**config.mk**
```make
export PLATFORM = sky130hd
export DESIGN_NAME = btree_node_search
export DESIGN_NICKNAME = d
export VERILOG_FILES = /design/src/rtl/btree_node_search.sv
export SDC_FILE = /design/constraint.sdc
export NUM_CORES = 1
export LEC_CHECK = 0
export CAP_MARGIN = 20
export CELL_PAD_IN_SITES_DETAIL_PLACEMENT = 1
export CELL_PAD_IN_SITES_GLOBAL_PLACEMENT = 1
export CORE_ASPECT_RATIO = 1.1
export CORE_MARGIN = 10
export CORE_UTILIZATION = 45
export CTS_CLUSTER_SIZE = 16
export DETAILED_ROUTE_END_ITERATION = 10
export DONT_BUFFER_PORTS = 1
export GPL_ROUTABILITY_DRIVEN = 0
export HOLD_SLACK_MARGIN = 0.02
export PLACE_DENSITY = 0.84
export RECOVER_POWER = 50
export REMOVE_ABC_BUFFERS = 1
export SLEW_MARGIN = 20
export SYNTH_ARGS = -nofsm -noshare
export SYNTH_HDL_FRONTEND = slang
export SYNTH_SLANG_ARGS = --single-unit
```
**constraint.sdc**
```tcl
create_clock -name clock -period 3.5 [get_ports clock]
set_input_delay 0.7 -clock clock [delete_from_list [all_inputs] [get_ports clock]]
set_output_delay 0.7 -clock clock [all_outputs]
set_load 0.02 [all_outputs]
```
**src/rtl/btree_node_search.sv**
```systemverilog
// Single B-tree node key store with a sequential, one-key-per-clock search engine.
// Reports exact match or insertion point for the downstream compare/branch stage.
module btree_node_search #(
   parameter int KEYS  = 4,
   parameter int WIDTH = 8,
   parameter int IDX_W = 3
) (
   input  logic             clock,
   input  logic             resetN,
   input  logic             wrEn,
   input  logic [IDX_W-1:0] wrIndex,
   input  logic [WIDTH-1:0] wrKey,
   input  logic             cntEn,
   input  logic [IDX_W-1:0] cntValue,
   input  logic             start,
   input  logic [WIDTH-1:0] searchKey,
   output logic             busy,
   output logic             done,
   output logic             found,
   output logic [IDX_W-1:0] index,
   output logic [IDX_W-1:0] comparisons
);

   localparam logic [IDX_W-1:0] MAX_COUNT = IDX_W'(KEYS);

   typedef enum logic {IDLE, SCAN} state_t;

   state_t           state;
   state_t           state_nx;
   logic [WIDTH-1:0] keys [KEYS];
   logic [IDX_W-1:0] count;
   logic [IDX_W-1:0] ptr;
   logic [IDX_W-1:0] ptr_inc;
   logic [WIDTH-1:0] key_q;
   logic [WIDTH-1:0] cur_key;

   logic             accept;
   logic             term;
   logic             term_found;
   logic [IDX_W-1:0] term_index;
   logic [IDX_W-1:0] term_cmp;

   // State register
   always_ff @(posedge clock or negedge resetN) begin
      if (!resetN) state <= IDLE;
      else         state <= state_nx;
   end

   // Next-state logic
   always_comb begin
      state_nx = state;
      unique case (state)
         IDLE: if (accept) state_nx = SCAN;
         SCAN: if (term)   state_nx = IDLE;
         default:          state_nx = IDLE;
      endcase
   end

   // Key under the scan pointer; an explicit mux keeps the pointer width independent of KEYS.
   always_comb begin
      cur_key = '0;
      for (int k = 0; k < KEYS; k++) begin
         if (ptr == IDX_W'(k)) cur_key = keys[k];
      end
   end

   assign ptr_inc = ptr + 1'b1;

   // Output/decision logic: one comparison per SCAN edge.
   always_comb begin
      // NOTE: every signal gets a default first so no path through this block infers a latch.
      accept     = (state == IDLE) && start;
      term       = 1'b0;
      term_found = 1'b0;
      term_index = '0;
      term_cmp   = ptr_inc;
      if (state == SCAN) begin
         if (count == '0) begin
            term     = 1'b1;
            term_cmp = '0;
         end else if (cur_key == key_q) begin
            term       = 1'b1;
            term_found = 1'b1;
            term_index = ptr;
         end else if (cur_key > key_q) begin
            term       = 1'b1;
            term_index = ptr;
         end else if (ptr_inc == count) begin
            term       = 1'b1;
            term_index = count;
         end
      end
   end

   // Node contents; writes are only honoured while idle, and land before a coincident search.
   always_ff @(posedge clock or negedge resetN) begin
      if (!resetN) begin
         // NOTE: the key array is deliberately reset; a freshly reset node must read as all-zero keys.
         for (int k = 0; k < KEYS; k++) keys[k] <= '0;
         count <= '0;
      end else if (state == IDLE) begin
         for (int k = 0; k < KEYS; k++) begin
            if (wrEn && (wrIndex == IDX_W'(k))) keys[k] <= wrKey;
         end
         if (cntEn) count <= (cntValue > MAX_COUNT) ? MAX_COUNT : cntValue;
      end
   end

   // Scan datapath and result registers.
   always_ff @(posedge clock or negedge resetN) begin
      if (!resetN) begin
         // NOTE: sequential state uses non-blocking assignments so every register samples pre-edge values.
         key_q       <= '0;
         ptr         <= '0;
         busy        <= 1'b0;
         done        <= 1'b0;
         found       <= 1'b0;
         index       <= '0;
         comparisons <= '0;
      end else begin
         done <= 1'b0;
         if (accept) begin
            key_q       <= searchKey;
            ptr         <= '0;
            comparisons <= '0;
            busy        <= 1'b1;
         end else if (state == SCAN) begin
            if (term) begin
               busy        <= 1'b0;
               done        <= 1'b1;
               found       <= term_found;
               index       <= term_index;
               comparisons <= term_cmp;
            end else begin
               ptr         <= ptr_inc;
               comparisons <= ptr_inc;
            end
         end
      end
   end

endmodule

```
== After elaboration in Yosys (flattened, before gate mapping) ==
Index checks and enable logic that the tools add are counted.
W data, S select, Z words.

* Register bits: 56
* Bits of input ports: 27
* Output and inout port bits: 9
* Word-level logic and storage cells: 77

* Add/sub/neg operators: 1
* Magnitude comparators: 2
* Equal/unequal tests: 9
* Multiplexer cells: 32
* Bitwise operators: 2
* Reduce and logical (&&, ||, !) cells: 18

{| class="wikitable"
|+ Operator list
! cell !! number
|-
| $mux W3 || 12
|-
| $mux W8 || 4
|-
| $mux W1 || 15
|-
| $reduce_and A2 Y1 || 7
|-
| $eq A3 B2 Y1 const B || 4
|-
| $logic_not A3 Y1 || 3
|-
| $eq A8 B8 Y1 || 1
|-
| $gt A8 B8 Y1 || 1
|-
| $eq A3 B1 Y1 const B || 2
|-
| $logic_and A1 B1 Y1 || 5
|-
| $reduce_bool A2 Y1 || 2
|-
| $add A3 B1 Y3 const B || 1
|-
| $eq A3 B3 Y1 || 1
|-
| $gt A3 B3 Y1 const B || 1
|-
| $reduce_and A3 Y1 || 1
|-
| $ne A2 B2 Y1 const B || 1
|-
| $not A1 Y1 || 2
|-
| $pmux W1 S2 || 1
|}

== Logic depth before layout (Yosys ltp) ==
* Depth after elaboration: 13
* Depth in mapped cells: 15
* Depth with buffers taken out: 13

== Worst setup path after synthesis ==
Ideal clock, no wire load.

* Kind: register to register
* Start: register ptr[1]
* End: register ptr[1]
* Setup time: 0.125 ns
* Data arrival time: 3.117 ns
* Required time: 3.375 ns
* Setup slack: 0.258 ns
* Stages on the path, launching flop included: 15
* Path buffers: 2
* Clock period less this slack: 3.242 ns
* Cell sequence: dfrtp_1 -> inv_1 -> ha_1 -> clkbuf_1 -> clkbuf_1 -> nor2_1 -> a21oi_1 -> o21ai_1 -> a22oi_1 -> ha_1 -> nand2b_4 -> a2111o_1 -> a31oi_4 -> nand4_2 -> mux2_4

* Word-level cells in the longest chain between the ends: 12
* Elaborated cells between the ends (all ways): 22
* Classes of those cells: add/sub (1); order compare (1); eq/ne (6); mux (12); reduce/logical (2)

{| class="wikitable"
|+ RTL lines
! what !! line !! text
|-
| from (decl) || 32 || <nowiki>logic [IDX_W-1:0] ptr;</nowiki>
|-
| from (signal assigned) || 135 || <nowiki>ptr <= ptr_inc;</nowiki>
|-
| $logic_not A3 Y1 || 63 || <nowiki>if (ptr == IDX_W'(k)) cur_key = keys[k];</nowiki>
|-
| $mux W8 (4 in a row) || 63 ||
|-
| $gt A8 B8 Y1 || 85 || <nowiki>end else if (cur_key > key_q) begin</nowiki>
|-
| $mux W1 || 85 ||
|-
| $mux W1 || 81 || <nowiki>end else if (cur_key == key_q) begin</nowiki>
|-
| $mux W1 || 78 || <nowiki>if (count == '0) begin</nowiki>
|-
| $mux W1 || 77 || <nowiki>if (state == SCAN) begin</nowiki>
|-
| $ne A2 B2 Y1 (no line) || n/a ||
|-
| $reduce_and A2 Y1 (no line) || n/a ||
|}

Several ways; a longest one is shown, not always the timed one. The select of a mux whose other input is x is not followed.
A chain may end at the register's enable or synchronous reset.

== Worst setup path after layout ==
* Start: register ptr[0]
* End: register ptr[1]

Same word-level chain as after synthesis.

==> qor.txt <==
Total die area = 0.00998 mm²
List of most frequent post-synthesis cells = 56 x sky130_fd_sc_hd__dfrtp_1, 35 x sky130_fd_sc_hd__mux2_2, 35 x sky130_fd_sc_hd__nand2_1
Slowest cell delay on critical path = 490 ps
TritonCTS clock tree = built
Layout cells sized above 1 = 22.9%
Worst-Skew Late Latency = 310 ps
Status = finished clean
Wire length after detailed routing = 6570 µm
Flop2flop setup slack = 210 ps
Placeable core region = 0.00619 mm²
Count of H-tree levels built during CTS = 2
Number of failing setup endpoints in the final timing report = 0
Most common cell in the netlist = sky130_fd_sc_hd__dfrtp_1
Crit path required time = 3700 ps
Clock transition at the registers of the reported paths = 110 ps
Via-per-instance ratio = 5.61
Antenna violations before repair = 0
Number of buffers inserted by post-CTS setup repair = 0
# port buffers = 0
Min-Delay Path Class = in2async
R2R Path Start = ptr[0]
Largest vdd supply drop = 0.000413 V
Post-layout instance area = 0.00306 mm²
Worst setup path category = reg2reg
Startpoint kind of the worst setup timing path = flip-flop
Count of antenna diodes in the layout = 0
Worst-margin pin slew = 758 ps
Unrepaired setup endpoints after global routing = false
Normalized max-slew margin = 49.3%
Top cell type's share of synthesized area = 48.8%
Largest net degree at the start of global routing = 57
Synth unique cells = 36
Pwr Density = 1030 mW/mm²
Max-Cap Viols = 0
Initial cell density of the core = 46.4%
Number of buffers inserted during clock tree synthesis = 5
Max stage delay cell, worst path = sky130_fd_sc_hd__ha_1
Warnings from Yosys = 0
Leftover overflow at the end of global routing = 0
DRC Markers = 0
Highest clock rate = 0.304 GHz
Clock root buffer = sky130_fd_sc_hd__clkbuf_8
Number of nets in the finished design = 310
Async SR Flop Fraction = 100%
P_leak = 1.34 nW
Cell repeated most along the worst path = sky130_fd_sc_hd__ha_1
Number of cells on the worst reg-to-reg path = 11
Die outline height = 104 µm
Cells after DPL = 343
Buf/Inv on CP = 1
FF-to-FF End = ptr[1]
Number of global-route vias before repair = 2212
Length of the first detailed-routing pass in iterations = 4
Aggregate global-route resource usage = 13.8%
Clk_skew = 10.2 ps
Fraction of the yosys area taken by sequential cells = 48.8%
Number of standard-cell rows in the floorplan = 30
Post-synthesis to final-layout area growth = 6.66%
Die width = 96.2 µm
Dominant cells by area after synthesis = sky130_fd_sc_hd__dfrtp_1 49%, sky130_fd_sc_hd__mux2_2 14%, sky130_fd_sc_hd__ha_1 5.7%
Final critical-path required period = 3290 ps
Hpwl dp = 4990 µm
Period utilization = 94.0%
Leading register cell type out of synthesis = sky130_fd_sc_hd__dfrtp_1
Cell Area, Placed = 0.00297 mm²
Global-route wire length before repair = 11000 µm
Number of ports placed on the die boundary = 36
Synthesized flop and latch total = 56
Overall via count from detail_route = 1969
CTS Sinks = 56
Count of non-filler cells in the finished layout = 351
Setup_tns = 0 ps
Antenna violation net count after detailed routing = 0
Number of instances in the synthesized netlist = 269
Average wire length per cell after detail routing = 18.7 µm
Endpoints failing hold = 0
Post-Route Utilization = 49.5%
Worst path cell trace = inv_1 -> ha_1 -> nand2_1 -> o21ai_1 -> a22oi_1 -> ha_1 -> nand2b_4 -> a2111o_1 -> a31oi_4 -> nand4_2 -> mux2_4
Element type at the critical path end = flip-flop
Beginning of the critical path = ptr[0]
CP delay by family, top = compound AO/OA/AOI/OAI gates
Syn Std Cell Area = 0.00287 mm²
Average cell area after synthesis = 10.7 µm²
Arrival time worst endpoint = 3490 ps
Max Buffers Root-to-Sink = 2
Detailed router's first-iteration violation count = 57
Dominant cell type by area after synthesis = sky130_fd_sc_hd__dfrtp_1
Slew Limit Fails = 0
CP max FO = 16
Post-synth EDFFs = 0
==> how the worst max path moves through the flow <==
stage,cells past startpoint,slack (ps),end
global route,11,20,ptr[1]
CTS,12,180,ptr[1]
floorplan,10,350,ptr[1]
finish,11,210,ptr[1]
global placement,12,400,ptr[1]
detailed placement,12,210,ptr[1]
==> stage by stage <==
step                hold slack (ps)  setup slack, ps  power, mW
floorplan                       404              350       2.36
global placement                408              398       2.69
detailed placement              408              214       2.78
CTS                            60.0              177       3.17
global route                   31.3             21.2       3.43
finish                         65.2              210       3.16
==> power breakdown <==
group | switching [mW] | internal (mW)
Sequential | 0.275 | 0.956
Combinational | 0.833 | 0.715
Clock | 0.232 | 0.148
==> what timing repair did <==
action / in CTS / in global routing
resized for setup: 0 / 2
endpoints found under the setup margin: 0 / 1
hold buffers: 0 / 0
==> flip-flops by register name (all words and copies together), names as in the netlist <==
signal       flops
busy             1
comparisons      3
count            3
done             1
found            1
index            3
key_q            8
keys            32
ptr              3
state            1
==> placed cells by master (no fill, tap or decap), types with 2 or more instances in the layout <==
cell type / netlist / routed
sky130_fd_sc_hd__nor3_1: 2 / 2
sky130_fd_sc_hd__inv_6: 0 / 2
sky130_fd_sc_hd__a22o_1: 8 / 8
sky130_fd_sc_hd__mux2_2: 35 / 35
sky130_fd_sc_hd__a21oi_1: 13 / 13
sky130_fd_sc_hd__nand4_1: 2 / 2
sky130_fd_sc_hd__buf_4: 0 / 5
sky130_fd_sc_hd__clkbuf_8: 0 / 5
sky130_fd_sc_hd__inv_1: 14 / 14
sky130_fd_sc_hd__nand2b_1: 6 / 6
sky130_fd_sc_hd__xnor2_1: 2 / 2
sky130_fd_sc_hd__nand2_1: 35 / 35
sky130_fd_sc_hd__nor3b_2: 2 / 2
sky130_fd_sc_hd__nor2_1: 16 / 16
sky130_fd_sc_hd__mux2_4: 2 / 2
sky130_fd_sc_hd__nand3b_1: 3 / 3
sky130_fd_sc_hd__o21ai_1: 4 / 4
sky130_fd_sc_hd__dfrtp_1: 56 / 56
sky130_fd_sc_hd__nand3_1: 4 / 4
sky130_fd_sc_hd__o21ai_0: 23 / 23
sky130_fd_sc_hd__ha_2: 0 / 2
sky130_fd_sc_hd__ha_1: 13 / 11
sky130_fd_sc_hd__a31oi_4: 2 / 2
sky130_fd_sc_hd__o221ai_1: 2 / 2
==> cell type report <==
| class | instances | area (µm²) |
|---|---|---|
| Inverter | 14 | 52.6 |
| Clock buffer | 5 | 68.8 |
| Tap cell | 80 | 100 |
| Sequential cell | 56 | 1400 |
| Clock inverter | 3 | 26.3 |
| Multi-Input combinational cell | 187 | 1370 |
| Timing Repair Buffer | 6 | 41.3 |
| Fill cell | 697 | 3130 |
==> routing by layer <==
layer  wire [µm]  GRT usage, %  up-vias  share of wire, %
li1            -             -      936                 -
met1        2740          15.9      989                42
met2        3340          22.9       31                51
met3         343          4.55       13               5.2
met4         141          5.06        0               2.1
met5           0             0        -                 0
==> logic make-up after synthesis <==
family / count (synthesis) / share of synthesized area [%]
muxes: 38 / 15.1
and+or+nand+nor: 77 / 13.2
adders and majority gates: 13 / 5.66
AOI/OAI and AO/OA: 56 / 12.8
buffers and inverters: 26 / 3.57
xor gates and xnor gates: 3 / 0.915
DFF: 56 / 48.8
Note: power is estimated with default switching activity, not from simulation.
